File: config.mk
export PLATFORM = sky130hd
export DESIGN_NAME = uart_sdram_bridge
export DESIGN_NICKNAME = d
export VERILOG_FILES = /design/src/rtl/uart_sdram_bridge.sv
export SDC_FILE = /design/constraint.sdc
export NUM_CORES = 1
export LEC_CHECK = 0
export CORE_ASPECT_RATIO = 1.4
export CORE_MARGIN = 3
export CORE_UTILIZATION = 50
export CTS_BUF_LIST = sky130_fd_sc_hd__clkbuf_4 sky130_fd_sc_hd__clkbuf_8
export CTS_CLUSTER_DIAMETER = 80
export CTS_CLUSTER_SIZE = 14
export DETAILED_ROUTE_END_ITERATION = 16
export DONT_BUFFER_PORTS = 1
export PLACE_DENSITY_LB_ADDON = 0.1
export SLEW_MARGIN = 20
export SYNTH_ARGS = -nofsm -noshare
export SYNTH_HDL_FRONTEND = slang
export SYNTH_SLANG_ARGS = --single-unit
File: constraint.sdc
create_clock -name clk -period 6.6 [get_ports clk]
set_clock_uncertainty 0.1 [all_clocks]
set_input_delay 1.65 -clock clk [delete_from_list [all_inputs] [get_ports clk]]
set_output_delay 1.65 -clock clk [all_outputs]
set_load 0.03 [all_outputs]
File: src/rtl/uart_sdram_bridge.sv
// UART byte-packet to SDRAM request bridge.
// One 16-bit read or write in flight; replies with data, ack or error byte.
module uart_sdram_bridge #(
  parameter int          GAP_TIMEOUT = 50_000,
  parameter int          REQ_TIMEOUT = 1_000,
  parameter logic [7:0]  ACK_BYTE    = 8'h4B,
  parameter logic [7:0]  ERR_BYTE    = 8'h45
) (
  input  logic        clk,
  input  logic        rst_n,
  input  logic [7:0]  rx_data,
  input  logic        rx_valid,
  output logic [7:0]  tx_data,
  output logic        tx_valid,
  input  logic        tx_ready,
  output logic [23:0] mem_addr,
  output logic        mem_wr_req,
  output logic        mem_rd_req,
  output logic [15:0] mem_wr_data,
  input  logic [15:0] mem_rd_data,
  input  logic        mem_wr_ready,
  input  logic        mem_rd_ready,
  output logic        busy,
  output logic        rx_overrun
);

  localparam logic [3:0] S_IDLE    = 4'd0;
  localparam logic [3:0] S_RX_ADDR = 4'd1;
  localparam logic [3:0] S_RX_DATA = 4'd2;
  localparam logic [3:0] S_WR_REQ  = 4'd3;
  localparam logic [3:0] S_RD_REQ  = 4'd4;
  localparam logic [3:0] S_TX_ACK  = 4'd5;
  localparam logic [3:0] S_TX_HI   = 4'd6;
  localparam logic [3:0] S_TX_LO   = 4'd7;
  localparam logic [3:0] S_TX_ERR  = 4'd8;

  localparam int TMAX = (GAP_TIMEOUT > REQ_TIMEOUT) ? GAP_TIMEOUT : REQ_TIMEOUT;
  localparam int TW   = $clog2(TMAX + 1);
  localparam logic [TW-1:0] GAP_LAST = TW'(GAP_TIMEOUT - 1);
  localparam logic [TW-1:0] REQ_LAST = TW'(REQ_TIMEOUT - 1);

  logic [3:0]    state_q, state_d;
  logic          op_wr_q, op_wr_d;
  logic [1:0]    cnt_q, cnt_d;
  logic [TW-1:0] tmr_q, tmr_d;
  logic [23:0]   addr_q, addr_d;
  logic [15:0]   wdat_q, wdat_d;
  logic [7:0]    lo_q, lo_d;
  logic [7:0]    txd_q, txd_d;
  logic          ovr_q, ovr_d;
  logic          rx_open;

  assign rx_open = (state_q == S_IDLE) || (state_q == S_RX_ADDR)
                || (state_q == S_RX_DATA);

  always_comb begin
    state_d = state_q;
    op_wr_d = op_wr_q;
    cnt_d   = cnt_q;
    tmr_d   = tmr_q;
    addr_d  = addr_q;
    wdat_d  = wdat_q;
    lo_d    = lo_q;
    txd_d   = txd_q;
    ovr_d   = rx_valid && !rx_open;
    case (state_q)
      S_IDLE: begin
        cnt_d = 2'd0;
        tmr_d = '0;
        if (rx_valid && (rx_data == 8'h57 || rx_data == 8'h52)) begin
          op_wr_d = (rx_data == 8'h57);
          state_d = S_RX_ADDR;
        end
      end
      S_RX_ADDR: begin
        if (rx_valid) begin
          addr_d = {addr_q[15:0], rx_data};
          tmr_d  = '0;
          cnt_d  = cnt_q + 2'd1;
          if (cnt_q == 2'd2) begin
            cnt_d   = 2'd0;
            state_d = op_wr_q ? S_RX_DATA : S_RD_REQ;
          end
        end else if (tmr_q == GAP_LAST) begin
          state_d = S_IDLE;
        end else begin
          tmr_d = tmr_q + 1'b1;
        end
      end
      S_RX_DATA: begin
        if (rx_valid) begin
          wdat_d = {wdat_q[7:0], rx_data};
          tmr_d  = '0;
          cnt_d  = cnt_q + 2'd1;
          if (cnt_q == 2'd1) begin
            cnt_d   = 2'd0;
            state_d = S_WR_REQ;
          end
        end else if (tmr_q == GAP_LAST) begin
          state_d = S_IDLE;
        end else begin
          tmr_d = tmr_q + 1'b1;
        end
      end
      // A ready landing on the expiry cycle wins over the timeout.
      S_WR_REQ: begin
        if (mem_wr_ready) begin
          txd_d   = ACK_BYTE;
          state_d = S_TX_ACK;
        end else if (tmr_q == REQ_LAST) begin
          txd_d   = ERR_BYTE;
          state_d = S_TX_ERR;
        end else begin
          tmr_d = tmr_q + 1'b1;
        end
      end
      S_RD_REQ: begin
        if (mem_rd_ready) begin
          txd_d   = mem_rd_data[15:8];
          lo_d    = mem_rd_data[7:0];
          state_d = S_TX_HI;
        end else if (tmr_q == REQ_LAST) begin
          txd_d   = ERR_BYTE;
          state_d = S_TX_ERR;
        end else begin
          tmr_d = tmr_q + 1'b1;
        end
      end
      S_TX_HI: begin
        if (tx_ready) begin
          txd_d   = lo_q;
          state_d = S_TX_LO;
        end
      end
      S_TX_LO, S_TX_ACK, S_TX_ERR: begin
        if (tx_ready) state_d = S_IDLE;
      end
      default: state_d = S_IDLE;
    endcase
  end

  always_ff @(posedge clk or negedge rst_n) begin
    if (!rst_n) begin
      state_q <= S_IDLE;
      op_wr_q <= 1'b0;
      cnt_q   <= 2'd0;
      tmr_q   <= '0;
      addr_q  <= '0;
      wdat_q  <= '0;
      lo_q    <= '0;
      txd_q   <= '0;
      ovr_q   <= 1'b0;
    end else begin
      state_q <= state_d;
      op_wr_q <= op_wr_d;
      cnt_q   <= cnt_d;
      tmr_q   <= tmr_d;
      addr_q  <= addr_d;
      wdat_q  <= wdat_d;
      lo_q    <= lo_d;
      txd_q   <= txd_d;
      ovr_q   <= ovr_d;
    end
  end

  assign mem_addr    = addr_q;
  assign mem_wr_data = wdat_q;
  assign mem_wr_req  = (state_q == S_WR_REQ);
  assign mem_rd_req  = (state_q == S_RD_REQ);
  assign tx_data     = txd_q;
  assign tx_valid    = (state_q == S_TX_ACK) || (state_q == S_TX_HI)
                    || (state_q == S_TX_LO)  || (state_q == S_TX_ERR);
  assign busy        = (state_q != S_IDLE);
  assign rx_overrun  = ovr_q;

endmodule
==> qor.txt, run 1 <==
wl on met1: 3.686 mm
hold-critical path depth: 1
largest family of logic cells by synthesized area: simple AND/OR/NAND/NOR gates
GRT overflow: 0
Sink Count: 80
Final #Nets: 390
largest cells by area after synthesis: dfrtp_1, mux2_2, nand2_1
Max Slew Vio Count: 0
router iterations before antenna repair: 4
vias in the first global route: 2934
I/O pins: 83
root buffer cell: clkbuf_8
Synth top area share: 47.92%
WP data required: 4850 ps
drc violations: 0
adder-cell area share of the yosys netlist: 0.2995%
Mapped Area: 4178 sq um
LEAKAGE: 1.822 nW
fmax: 271.9 MHz
startpoint types: flop
core area: 7940 sq um
Met3 Routed Length: 594 um
Filler cells: 710
status: finished clean
fraction of layout cells with a size suffix above 1: 25.82%
Power Dens Cells: 471.2 nW/um^2
crit-path max FO: 20
TritonCTS clock tree: done
final hold viol count: 0
setup TNS: 0 ps
Hold Buf Count CTS: 0
Synth Area in Simple Gates: 17.19%
vias after detailed routing: 2892
Tcrit/Tclk final: 55.73%
number of buffers created by CTS: 9
final instance area: 4293 sq um
DP Area: 4116 sq um
post-synthesis mux area share: 13.84%
CTS H-tree depth: 3
cell count after synthesis: 368
#FFs+latches synth: 80
library cells used by synthesis: 68
number of synthesis warnings: 0
# diodes: 0
largest net degree at the start of global routing: 81
Layout area overhead: 2.755%
Worst setup EP type: primary output
ANT nets after route: 0
Post-Route Utilization: 54.07%
post-DR wirelength/cell: 20.19 um
dominant synthesized flop cell: dfrtp_1
Synth Area in Compound Gates: 14.65%
slew of the pin with the lowest slew margin: 762.2 ps
Die ar.: 9504 sq um
Total Routing Usage GR: 20.02%
synth cell count leaders: dfrtp_1, mux2_2, nand2_1
via density per instance: 6.233
Synth async-reset ratio: 100.0%
Die Span Y: 114.2 um
Post-Syn Nets: 399
RSZ-0062 raised after global routing: no
relative slew slack: 49.04%
most common cell in the synthesized netlist: dfrtp_1
routed wire length: 9.370 mm
Max Buffers Root-to-Sink: 2
clock slew at reported path FFs: 80 ps
later-pin clock latency in the skew report: 350 ps
Post-synth EDFFs: 0
R2R cell count: 6
Avg Synthesized Cell Area: 11.35 sq um
met2 WL: 4.883 mm
num rows: 38
sequential cell area fraction in the yosys report: 47.92%
Peak VDD IR: 274.6 uV
XOR/XNOR Fraction of Synth Area: 0.2096%
top routing layer in use: met4
Final Setup Violations: 0
die width: 83.26 um
CP arrival: 1930 ps
first-pass GRT wire length: 14.97 mm
min Tclk post-route: 3678 ps
initial antenna violation count: 0
post-detail-place hpwl: 6.671 mm
critical path class: reg2out
max cap viols: 0
port bufs: 0
gpl congestion: 0.8290
CTS resizes: 0
initial core utilization: 52.62%
DRT iter0 DRCs: 152
Hold WC Path Type: reg2reg
Yosys top cell by area: dfrtp_1
Post-CTS Setup Inserts: 0
[worst max-delay path: stages (launching register included)]
cell	delay, ps
dfrtp_1	750
nand2_1	220
nor2_1	600
[layout make-up]
cell class	count	area [sq um]	share of cell area [%]
Clock inverter	5	32.53	0.7578
Tap cell	100	125.1	2.915
Inverter	12	45.04	1.049
Multi-Input combinational cell	254	1934	45.06
Timing Repair Buffer	2	15.01	0.3498
Sequential cell	80	2002	46.63
Clock buffer	11	138.9	3.235
[cells in the final DEF, fill, tap and decap left out, types with 5 or more instances in the layout]
| cell type | instances |
|---|---|
| a21oi_1 | 19 |
| a31oi_1 | 5 |
| clkbuf_8 | 9 |
| dfrtp_1 | 80 |
| inv_1 | 12 |
| mux2_2 | 46 |
| mux2i_1 | 6 |
| nand2_1 | 29 |
| nand2b_1 | 5 |
| nand3_1 | 9 |
| nand4_1 | 8 |
| nor2_1 | 8 |
| nor2b_1 | 6 |
| nor3_1 | 5 |
| o21ai_0 | 13 |
| o2bb2ai_1 | 6 |
| o31ai_1 | 5 |
| or2_2 | 5 |
[kinds of logic after synthesis]
logic type               Yosys count
adder cells (fa/ha/maj)            1
buffers and inverters             34
XOR/XNOR                           1
AND/OR/NAND/NOR                  115
flip-flops                        80
AO/OA/AOI/OAI                     85
multiplexers                      52
[path summary, 6_finish.rpt]
path / slack (ps) / from / to
worst max-delay path: 2920 / state_q[1] / mem_wr_req
worst min-delay path: 410 / lo_q[0] / lo_q[0]
worst max register to register: 3870 / state_q[2] / tx_data[7]
worst min register to register: 410 / lo_q[0] / lo_q[0]
max in group asynchronous: 5400 / rst_n / tx_data[0]
min in group asynchronous: 890 / rst_n / tmr_q[8]
[state kept, by name (all words and copies together) (netlist names)]
name / cells
tx_data: 8
state_q: 4
lo_q: 8
rx_overrun: 1
mem_addr: 24
mem_wr_data: 16
tmr_q: 16
op_wr_q: 1
cnt_q: 2
[stage by stage]
| stage | hold WS (ps) | power (mW) | cells | setup WS, ps |
|---|---|---|---|---|
| floorplan | 381.4 | 1.601 | 368 | 3369 |
| global placement | 391.4 | 1.704 | 448 | 3091 |
| detailed placement | 398.5 | 1.722 | 448 | 3049 |
| CTS | 416.8 | 2.046 | 464 | 2917 |
| global route | 425.0 | 2.148 | 464 | 2806 |
| finish | 411.4 | 2.023 | 464 | 2922 |
[where the power goes]
part | leakage [nW] | switching (mW) | internal, mW
logic | 0.725 | 0.282 | 0.278
registers | 1.00 | 0.471 | 0.673
clock network | 0.0943 | 0.173 | 0.145
[routing by layer]
layer | GRT usage, % | up-vias
met1 | 22.18 | 1433
met3 | 5.688 | 17
met2 | 35.44 | 84
met4 | 9.378 | 0
met5 | 0 | -
li1 | - | 1358
Note: power is estimated with default switching activity, not from simulation.
==> run 2: changes to the inputs <==
- ABC_AREA: not set -> 1
- clock period: 6.6 -> 3.8 ns (I/O delays scaled with it)
==> qor.txt, run 2 <==
status: finished clean
clock slew at reported path FFs: 90 ps (about the same)
startpoint types: flop
#FFs+latches synth: 80 (unchanged)
Final Setup Violations: 0 (unchanged)
DRT iter0 DRCs: 146 (-3.9%)
initial antenna violation count: 0 (unchanged)
fraction of layout cells with a size suffix above 1: 9.589% (-16 points)
drc violations: 0 (unchanged)
cell count after synthesis: 582 (+58%)
most common cell in the synthesized netlist: nand2_1
Synth top area share: 46.81% (-1.1 points)
crit-path max cell delay: 800 ps (+50 ps)
routed wire length: 10.08 mm (+7.6%)
gpl congestion: 0.8633 (+4.1%)
Worst path slowest cell: o21ai_0
port bufs: 0 (unchanged)
Filler cells: 789 (+11%)
fmax: 355.0 MHz
Synth async-reset ratio: 100.0% (unchanged)
via density per instance: 5.364 (-14%)
slew of the pin with the lowest slew margin: 995.1 ps (+232.9 ps)
post-detail-place hpwl: 7.303 mm (+9.5%)
fin worst setup slack: 983.2 ps (-1939 ps)
cell family with most CP delay: compound AO/OA/AOI/OAI gates
# diodes: 0 (unchanged)
worst hold slack: 170.3 ps (-241.1 ps)
number of buffers created by CTS: 9 (unchanged)
initial core utilization: 51.86% (-0.76 points)
CTS resizes: 0 (unchanged)
post-DR wirelength/cell: 14.70 um (-27%)
CTS H-tree depth: 3 (unchanged)
Max Slew Vio Count: 0 (unchanged)
Mapped Area: 4277 sq um (+2.4%)
later-pin clock latency in the skew report: 370 ps (+20 ps)
number of synthesis warnings: 0 (unchanged)
commonest non-fill, non-tap cell in the layout: nand2_1
Sink Count: 80 (unchanged)
relative slew slack: 32.96% (-16 points)
Tcrit/Tclk final: 74.13%
Avg Synthesized Cell Area: 7.348 sq um (-35%)
WP data required: 2750 ps (-2100 ps)
LEAKAGE: 2.261 nW (+24%)
ANT nets after route: 0 (unchanged)
GRT overflow: 0 (unchanged)
critical path class: reg2out
Hold WC Path Type: in2async
num rows: 39 (+2.6%)
CP arrival: 1770 ps (-160 ps)
Total Routing Usage GR: 21.58% (+1.6 points)
Die ar.: 9714 sq um (+2.2%)
largest net degree at the start of global routing: 81 (unchanged)
Crit path buffers/inverters: 1 (+1)
setup TNS: 0 ps (unchanged)
worst r2r src: state_q[3]
root buffer cell: clkbuf_8
sequential cell area fraction in the yosys report: 46.81% (-1.1 points)
Post-Route Utilization: 55.24% (+1.2 points)
fin cells: 686 (+48%)
crit-path max FO: 4 (-80%)
most frequent cells in the layout: nand2_1, dfrtp_1, inv_1, o21ai_0, nor2_1
area occupied by multi-input gates: 1942 sq um (+0.39%)
Post-Place Worst Slack: 1326 ps (-1723 ps)
die width: 84.16 um (+1.1%)
placed insts: 670 (+50%)
Post-Syn Nets: 613 (+54%)
Yosys top cell by area: dfrtp_1
Largest register FFs: 24 (unchanged)
vias after detailed routing: 3680 (+27%)
router iterations before antenna repair: 4 (unchanged)
vias in the first global route: 3537 (+21%)
TritonCTS clock tree: done
crit path cell chain: inv_2 > nand2_2 > o21ai_0
synth cell count leaders: nand2_1, dfrtp_1, inv_1
min Tclk post-route: 2817 ps
Tot Pwr: 3.512 mW (+74%)
DP Area: 4330 sq um (+5.2%)
largest cells by area after synthesis: dfrtp_1, nand2_1, o21ai_0
Power Dens Cells: 770.8 nW/um^2 (+64%)
final instance area: 4556 sq um (+6.1%)
R2R setup slack: 1600 ps (-2270 ps)
Layout area overhead: 6.524%
core area: 8247 sq um (+3.9%)
Die Span Y: 115.4 um (+1.1%)
Post-CTS Setup Inserts: 0 (unchanged)
Max Buffers Root-to-Sink: 2 (unchanged)
Post-synth EDFFs: 0 (unchanged)
r2r endpoint: state_q[2]
Peak VDD IR: 392.4 uV (+43%)
RSZ-0062 raised after global routing: no
max cap viols: 0 (unchanged)
I/O pins: 83 (unchanged)
Hold Buf Count CTS: 0 (unchanged)
final hold viol count: 0 (unchanged)
Worst setup EP type: primary output
dominant synthesized flop cell: dfrtp_1
library cells used by synthesis: 33 (-51%)
register area: 2002 sq um (unchanged)
R2R cell count: 8 (+2)
first-pass GRT wire length: 16.76 mm (+12%)
Final #Nets: 610 (+56%)
[run 2: cell count changes in the layout (fill, tap and decap cells not counted), sizes merged, moves of 10 or more]
cell and change:
a21oi -10, inv +52, mux2 -46, nand2 +193, nand3 +22, nand4 +11, nor2 +48, o21ai +52
[run 2: cell families after synthesis]
group | count (synthesis) | synth area share [%]
buf+inv | 81 | 7.783
compound gates | 83 | 10.80
simple gates | 334 | 33.70
flops | 80 | 46.81
fa+ha+maj | 1 | 0.2925
xor+xnor | 3 | 0.6145
[run 2: worst reg2reg max path, stage by stage (launching register included)]
cell and delay, ps:
dfrtp_1 420, inv_2 90, nand2_2 90, o21ai_0 810
nand2_1 180, nand3_1 140, nor2_1 100, nand2_1 80
o21ai_0 70
[run 2: routing by layer]
metal | vias up | global-route usage [%] | routed length [um]
li1 | 1838 | - | -
met5 | - | 0 | 0
met4 | 0 | 9.871 | 224
met2 | 111 | 38.09 | 5082
met1 | 1715 | 25.03 | 4130
met3 | 16 | 4.765 | 644
[run 2: power by group]
group / internal [mW] / leakage, nW / switching (mW)
clock network: 0.394 / 0.109 / 0.325
logic: 0.281 / 1.13 / 0.642
registers: 1.16 / 1.02 / 0.712
total: 1.83 / 2.26 / 1.68
[run 2: how the worst max path moves through the flow]
stage / from / end / depth (start not counted)
finish: state_q[3] / tx_valid / 3
global route: state_q[3] / tx_valid / 3
CTS: state_q[3] / tx_valid / 3
detailed placement: rx_valid / mem_wr_data[2] / 5
global placement: rx_valid / mem_wr_data[2] / 5
floorplan: state_q[3] / tx_valid / 3
[run 2: layout make-up]
class                           count  area share, %
Sequential cell                    80          43.94
Multi-Input combinational cell    421          42.63
Inverter                           65          5.356
Clock buffer                       11          3.186
Tap cell                          102          2.801
Clock inverter                      5          1.758
Timing Repair Buffer                2         0.3296
